==> src/rtl/fp_round_pkg.sv <==
// Shared rounding-mode encodings and format helpers for the fp_round_pipe rounding unit.
package fp_round_pkg;

    typedef logic [1:0] rnd_mode_t;

    localparam rnd_mode_t RM_RNE = 2'b00;  // nearest, ties to even
    localparam rnd_mode_t RM_RTZ = 2'b01;  // toward zero
    localparam rnd_mode_t RM_RUP = 2'b10;  // toward +inf
    localparam rnd_mode_t RM_RDN = 2'b11;  // toward -inf

    // All-ones biased exponent (inf/NaN encoding) for an exp_w-bit field.
    function automatic logic [31:0] exp_all_ones(input int exp_w);
        return (32'd1 << exp_w) - 32'd1;
    endfunction

    // Exponent of the largest finite value.
    function automatic logic [31:0] max_finite_exp(input int exp_w);
        return exp_all_ones(exp_w) - 32'd1;
    endfunction

    // Fraction of the largest finite value (all ones, up to 63 bits).
    function automatic logic [63:0] max_finite_frac(input int man_w);
        return (64'd1 << man_w) - 64'd1;
    endfunction

    // True when rounding overflow in this mode/sign saturates to infinity rather than max finite.
    function automatic logic overflow_to_inf(input rnd_mode_t mode, input logic sign);
        logic r;
        r = 1'b0;
        case (mode)
            RM_RNE:  r = 1'b1;
            RM_RTZ:  r = 1'b0;
            RM_RUP:  r = !sign;
            RM_RDN:  r = sign;
            default: r = 1'b0;
        endcase
        return r;
    endfunction

endpackage

==> src/rtl/fp_round_incr.sv <==
// Stage-1 increment decision: whether the truncated significand is bumped by one ulp.
module fp_round_incr
    import fp_round_pkg::*;
(
    input  rnd_mode_t mode,
    input  logic      sign,
    input  logic      lsb,
    input  logic      g,
    input  logic      r,
    input  logic      s,
    output logic      inc
);

    logic any;

    assign any = g | r | s;

    always_comb begin
        // NOTE: default first so every path assigns inc and no latch is inferred.
        inc = 1'b0;
        case (mode)
            RM_RNE:  inc = g & (r | s | lsb);
            RM_RTZ:  inc = 1'b0;
            RM_RUP:  inc = !sign && any;
            RM_RDN:  inc = sign && any;
            default: inc = 1'b0;
        endcase
    end

endmodule

==> src/rtl/fp_round_pipe.sv <==
// Two-stage IEEE-754 rounding pipeline with valid/ready flow control.
// Define FP_ROUND_FLAGS_EN to add the registered out_inexact/out_overflow flag outputs.
module fp_round_pipe
    import fp_round_pkg::*;
#(
    parameter int EXP_W = 8,
    parameter int MAN_W = 23
) (
    input  logic             clk,
    input  logic             rst,
    input  logic             in_valid,
    output logic             in_ready,
    input  logic             in_sign,
    input  logic [EXP_W-1:0] in_exp,
    input  logic [MAN_W+3:0] in_man,
    input  logic [1:0]       in_mode,
    output logic             out_valid,
    input  logic             out_ready,
    output logic             out_sign,
    output logic [EXP_W-1:0] out_exp,
    output logic [MAN_W-1:0] out_man
`ifdef FP_ROUND_FLAGS_EN
    ,
    output logic             out_inexact,
    output logic             out_overflow
`endif
);

    localparam logic [EXP_W:0]   EXP_ONES  = (EXP_W+1)'(exp_all_ones(EXP_W));
    localparam logic [EXP_W:0]   EXP_MAXF  = (EXP_W+1)'(max_finite_exp(EXP_W));
    localparam logic [EXP_W:0]   EXP_ONE   = (EXP_W+1)'(1);
    localparam logic [MAN_W-1:0] FRAC_MAXF = MAN_W'(max_finite_frac(MAN_W));

    // ---------------- handshake ----------------
    logic s1_valid;
    logic s2_advance;

    assign s2_advance = !out_valid || out_ready;
    assign in_ready   = !s1_valid || s2_advance;

    // ---------------- stage 1: increment decision ----------------
    logic [MAN_W:0]   sig;
    logic             in_special;
    logic             inc_raw;
    logic             inc;
    logic [MAN_W+1:0] sig_r_n;

    assign sig        = in_man[MAN_W+3:3];
    assign in_special = ({1'b0, in_exp} == EXP_ONES);

    fp_round_incr u_incr (
        .mode (rnd_mode_t'(in_mode)),
        .sign (in_sign),
        .lsb  (sig[0]),
        .g    (in_man[2]),
        .r    (in_man[1]),
        .s    (in_man[0]),
        .inc  (inc_raw)
    );

    // Inf/NaN payloads must never be disturbed by rounding.
    assign inc     = inc_raw && !in_special;
    assign sig_r_n = {1'b0, sig} + (MAN_W+2)'(inc);

    logic             s1_sign;
    logic [EXP_W-1:0] s1_exp;
    logic [MAN_W+1:0] s1_sig_r;
    rnd_mode_t        s1_mode;
    logic             s1_special;
`ifdef FP_ROUND_FLAGS_EN
    logic             s1_any;
`endif

    // NOTE: payload registers carry no reset; s1_valid alone qualifies them, so stale data is never observed.
    always_ff @(posedge clk) begin
        if (in_valid && in_ready) begin
            s1_sign    <= in_sign;
            s1_exp     <= in_exp;
            s1_sig_r   <= sig_r_n;
            s1_mode    <= rnd_mode_t'(in_mode);
            s1_special <= in_special;
`ifdef FP_ROUND_FLAGS_EN
            s1_any     <= |in_man[2:0];
`endif
        end
    end

    // ---------------- stage 2: renormalise / saturate ----------------
    logic             carry;
    logic [EXP_W:0]   exp_n;
    logic [MAN_W-1:0] frac_n;
    logic             ovf_n;

    assign carry = s1_sig_r[MAN_W+1];

    always_comb begin
        exp_n  = {1'b0, s1_exp};
        frac_n = s1_sig_r[MAN_W-1:0];
        ovf_n  = 1'b0;
        if (!s1_special) begin
            if (carry) begin
                exp_n  = {1'b0, s1_exp} + EXP_ONE;
                frac_n = s1_sig_r[MAN_W:1];
            end else if (s1_exp == '0 && s1_sig_r[MAN_W]) begin
                // Subnormal rounded up into the smallest normal binade.
                exp_n = EXP_ONE;
            end
            ovf_n = (exp_n >= EXP_ONES);
        end
        if (ovf_n) begin
            if (overflow_to_inf(s1_mode, s1_sign)) begin
                exp_n  = EXP_ONES;
                frac_n = '0;
            end else begin
                exp_n  = EXP_MAXF;
                frac_n = FRAC_MAXF;
            end
        end
    end

    // ---------------- pipeline control and output registers ----------------
    always_ff @(posedge clk) begin
        if (rst) begin
            // NOTE: sequential state is assigned with <= so every register samples pre-edge values.
            s1_valid     <= 1'b0;
            out_valid    <= 1'b0;
            out_sign     <= 1'b0;
            out_exp      <= '0;
            out_man      <= '0;
`ifdef FP_ROUND_FLAGS_EN
            out_inexact  <= 1'b0;
            out_overflow <= 1'b0;
`endif
        end else begin
            if (in_ready) begin
                s1_valid <= in_valid;
            end
            if (s2_advance) begin
                out_valid <= s1_valid;
            end
            if (s2_advance && s1_valid) begin
                out_sign     <= s1_sign;
                out_exp      <= exp_n[EXP_W-1:0];
                out_man      <= frac_n;
`ifdef FP_ROUND_FLAGS_EN
                out_inexact  <= s1_any && !s1_special;
                out_overflow <= ovf_n;
`endif
            end
        end
    end

endmodule

==> config.mk <==
export PLATFORM = sky130hd
export DESIGN_NAME = fp_round_pipe
export DESIGN_NICKNAME = d
export VERILOG_FILES = /design/src/rtl/fp_round_pkg.sv /design/src/rtl/fp_round_incr.sv /design/src/rtl/fp_round_pipe.sv
export SDC_FILE = /design/constraint.sdc
export NUM_CORES = 1
export LEC_CHECK = 0
export CORE_MARGIN = 5
export CORE_UTILIZATION = 48
export CTS_BUF_LIST = sky130_fd_sc_hd__clkbuf_4
export CTS_CLUSTER_DIAMETER = 60
export DETAILED_ROUTE_END_ITERATION = 16
export PLACE_DENSITY = 0.77
export SKIP_LAST_GASP = 1
export SYNTH_ARGS = -nofsm -noshare
export SYNTH_HDL_FRONTEND = slang
export SYNTH_SLANG_ARGS = --single-unit
export TNS_END_PERCENT = 20
==> constraint.sdc <==
create_clock -name clk -period 2.7 [get_ports clk]
set_input_delay 0.675 -clock clk [delete_from_list [all_inputs] [get_ports clk]]
set_output_delay 0.675 -clock clk [all_outputs]
set_load 0.05 [all_outputs]
==> results <==
-- state kept, by name, indices dropped and copies added, names as in the netlist --
signal,count
out_valid,1
out_man,23
s1_sig_r,25
out_exp,8
s1_sign,1
out_sign,1
s1_special,1
s1_exp,8
s1_valid,1
s1_mode,2
-- metrics by stage --
stage	hold WS, ns	instance area [µm²]	setup TNS [ns]	total power [mW]
final	0.507	4850	0	2.52
after global routing	0.542	4850	-0.0472	2.64
after CTS	0.515	4840	0	2.53
after detailed placement	0.499	4670	-6.90	1.96
after global placement	0.487	4670	-4.55	1.95
after floorplan	0.478	3710	0	1.71
-- power by group --
part,switching [mW],internal (mW),leakage (nW)
clock,0.361,0.217,0.0687
combinational,0.390,0.267,1.03
sequential,0.0524,1.23,0.644
-- cell type report --
class / count / share of cell area, %
clock buffers: 12 / 1.86
clock inverters: 4 / 0.464
inverters: 4 / 0.309
multi-input cells: 261 / 38.0
flip-flops and latches: 71 / 36.9
well taps: 102 / 2.63
repair buffers: 101 / 19.8
-- worst paths after layout --
kind / cells past startpoint / startpoint / endpoint / slack, ns
setup / recovery: 12 / in_mode[0] / s1_sig_r[13] / 0.12
hold / removal: 2 / out_exp[6] / out_exp[6] / 0.51
setup reg to reg: 7 / s1_exp[0] / out_man[0] / 0.16
hold reg to reg: 2 / out_exp[6] / out_exp[6] / 0.51
-- layer usage --
metal | routed length, µm | part of all wire (%)
met2 | 3920 | 48
met4 | 219 | 2.7
met3 | 524 | 6.4
met1 | 3480 | 43
met5 | 0 | 0
-- Yosys cell counts --
cell and instances:
nand2_1 59, nor2_1 40, edfxtp_1 37, dfxtp_1 34, a211o_1 23, o32ai_2 19
xnor2_1 18, clkbuf_1 14, xor2_1 13, nand3_1 12, nand4_1 11, a311oi_1 7
nor3_1 7, a21oi_1 6, and3_1 6, ha_1 4, inv_1 4, nor4b_1 4
o32ai_1 4, buf_4 3, buf_6 3, nor2b_1 3, o21ai_0 3, a21bo_2 2
and4_1 2, buf_1 2, o21a_1 2, or3_1 2, a2111o_1 1, a211oi_1 1
a21o_1 1, and2_1 1, buf_2 1, mux2i_1 1, nand2b_1 1, nand3b_1 1
nor3b_1 1, nor4_1 1, o21ai_1 1, o21ba_1 1, o21bai_1 1, or2_2 1
or2b_1 1
-- cells in the final DEF, fill, tap and decap left out, types with 3 or more instances in the layout --
cell type,count
and3_1,6
a311oi_1,7
nand2_1,58
nor3_1,5
o21ai_0,3
nand4_1,11
xor2_1,13
nand3_1,10
o32ai_1,4
clkbuf_4,12
edfxtp_1,37
dfxtp_1,34
a211o_1,23
clkdlybuf4s50_1,70
dlygate4sd2_1,3
buf_4,24
nor2_1,40
o32ai_2,19
inv_1,4
xnor2_1,18
a21oi_1,6
-- timing repair --
| action | CTS | global route |
|---|---|---|
| buffers inserted | 2 | 0 |
| hold buffers | 0 | 0 |
| gates resized for setup | 13 | 2 |
| pin swaps | 6 | 0 |
| setup endpoints to repair | 5 | 12 |
-- cells by family after synthesis --
| kind of cell | after synthesis |
|---|---|
| adder cells (fa/ha/maj) | 4 |
| XOR/XNOR | 31 |
| AND/OR/NAND/NOR | 153 |
| AO/OA/AOI/OAI | 72 |
| flip-flops | 71 |
| multiplexers | 1 |
| buffers and inverters | 27 |
-- worst max-delay path, delay by kind of cell --
| family | cells | cell delay, ns |
|---|---|---|
| xor+xnor | 1 | 0.13 |
| compound gates | 1 | 0.08 |
| simple gates | 5 | 0.75 |
| fa+ha+maj | 1 | 0.24 |
| buf+inv | 4 | 0.86 |
==> impl_metrics.json <==
{
  "muxShareOfSynthArea_pct": 0.271,
  "skew_ns": 0.0225,
  "fin_crit_ns": 2.58,
  "worst_slack_ns": 0.116,
  "synth_simple_gate_area_share_pct": 19.0,
  "syn-cell-area_mm2": 0.00370,
  "numPortBuffers": 75,
  "synth_cell_types": 43,
  "startpoint_type": "input port",
  "grt_pass1_vias": 2990,
  "fp.dieH_um": 97.8,
  "htree_num_levels": 3,
  "globalRoute.busiestLayer": "met2",
  "syn_avg_cell_area_um2": 10.3,
  "start_util_pct": 48.6,
  "peakVddDrop_mv": 0.247,
  "yosysTopAreaCellShare_pct": 30.0,
  "cap_viol_max_count": 0,
  "synth_area_leaders": "edfxtp_1 (30%), dfxtp_1 (18%), o32ai_2 (8.4%), nand2_1 (6.0%), a211o_1 (5.4%)",
  "status": "completed",
  "synth_xor_area_share_pct": 7.34,
  "layout-drive-gt1-share_pct": 17.2,
  "tightestPinTransition_ns": 0.639,
  "core_area_mm2": 0.00761,
  "criticalPathCategory": "input port to register",
  "end_kind": "register",
  "worstPathMaxFanout": 5,
  "synth_top_cell_by_area": "edfxtp_1",
  "grt_pass1_wl_um": 13800,
  "hpwlAfterDp_um": 6010,
  "finalHoldViolCount": 0,
  "synthCells": 359,
  "grt_start_max_net_pins": 40,
  "dieWidth_um": 97.8,
  "drc": 0,
  "wirelength_um": 8140,
  "p_per_area_mw_per_mm2": 518,
  "met2_usage_pct": 29.2,
  "crit_path_frequent_cell": "buf_4",
  "hold_class": "register to register",
  "yosys.area_share.adder_pct": 1.35,
  "grt.total_usage_pct": 17.8,
  "first_pass_iters": 5,
  "critPathRequiredTime_ns": 2.86,
  "cp_slowest_cell": "clkdlybuf4s50_1",
  "use_met3_pct": 4.21,
  "finalSetupViolCount": 0,
  "via_count": 3089,
  "numCtsBuffers": 9,
  "dieArea_mm2": 0.00956,
  "synth_top_family_by_area": "compound AO/OA/AOI/OAI gates",
  "ff_latch_area_mm2": 0.00179,
  "gp_congestion": 0.820,
  "cts.sink_count": 71,
  "ys_ff_latch": 71,
  "synth_nets": 405,
  "slew_violations": 0,
  "finalNonFillerCells": 555,
  "vias_per_cell": 5.57,
  "synth_compound_area_share_pct": 19.9,
  "n_fill_cell": 644,
  "fin_crit_sh_pct": 95.7,
  "rows": 32,
  "power_leakage_nw": 1.74,
  "diodes": 0,
  "multi_input_area_mm2": 0.00184,
  "ant_nets": 0,
  "nNetsFinal": 494,
  "worstSkewPairLatency_ns": 0.40,
  "cts_root_buf": "clkbuf_4",
  "wl_per_cell_um": 14.7,
  "grt_overflow": 0,
  "final_util_pct": 63.8,
  "pre_cts_ws_ns": -0.568,
  "io_pins": 76,
  "cts_tree": "yes",
  "antenna_found_initial": 0,
  "clock_path_buffers": 2,
  "grt_use_met1_pct": 21.5,
  "area_growth_pct": 31.2,
  "yosys_warnings": 0,
  "slowest_delay_ns": 0.47,
  "drt-initial-drc-count": 137,
  "critPathArrivalTime_ns": 2.75,
  "maxSlewHeadroom_pct": 57.4,
  "fmax_mhz": 387,
  "ys_seq_area_share_pct": 48.4,
  "post-place-cells": 537,
  "clk_pin_slew_ns": 0.11,
  "path_cells": "clkdlybuf4s50_1 > nor4b_2 > a21oi_1 > nor3_2 > ha_2 > buf_6 > nand2_2 > nor4_2 > buf_4 > buf_4 > nand3_1 > xnor2_1"
}
No activity file was read; power rests on OpenSTA's default activity.
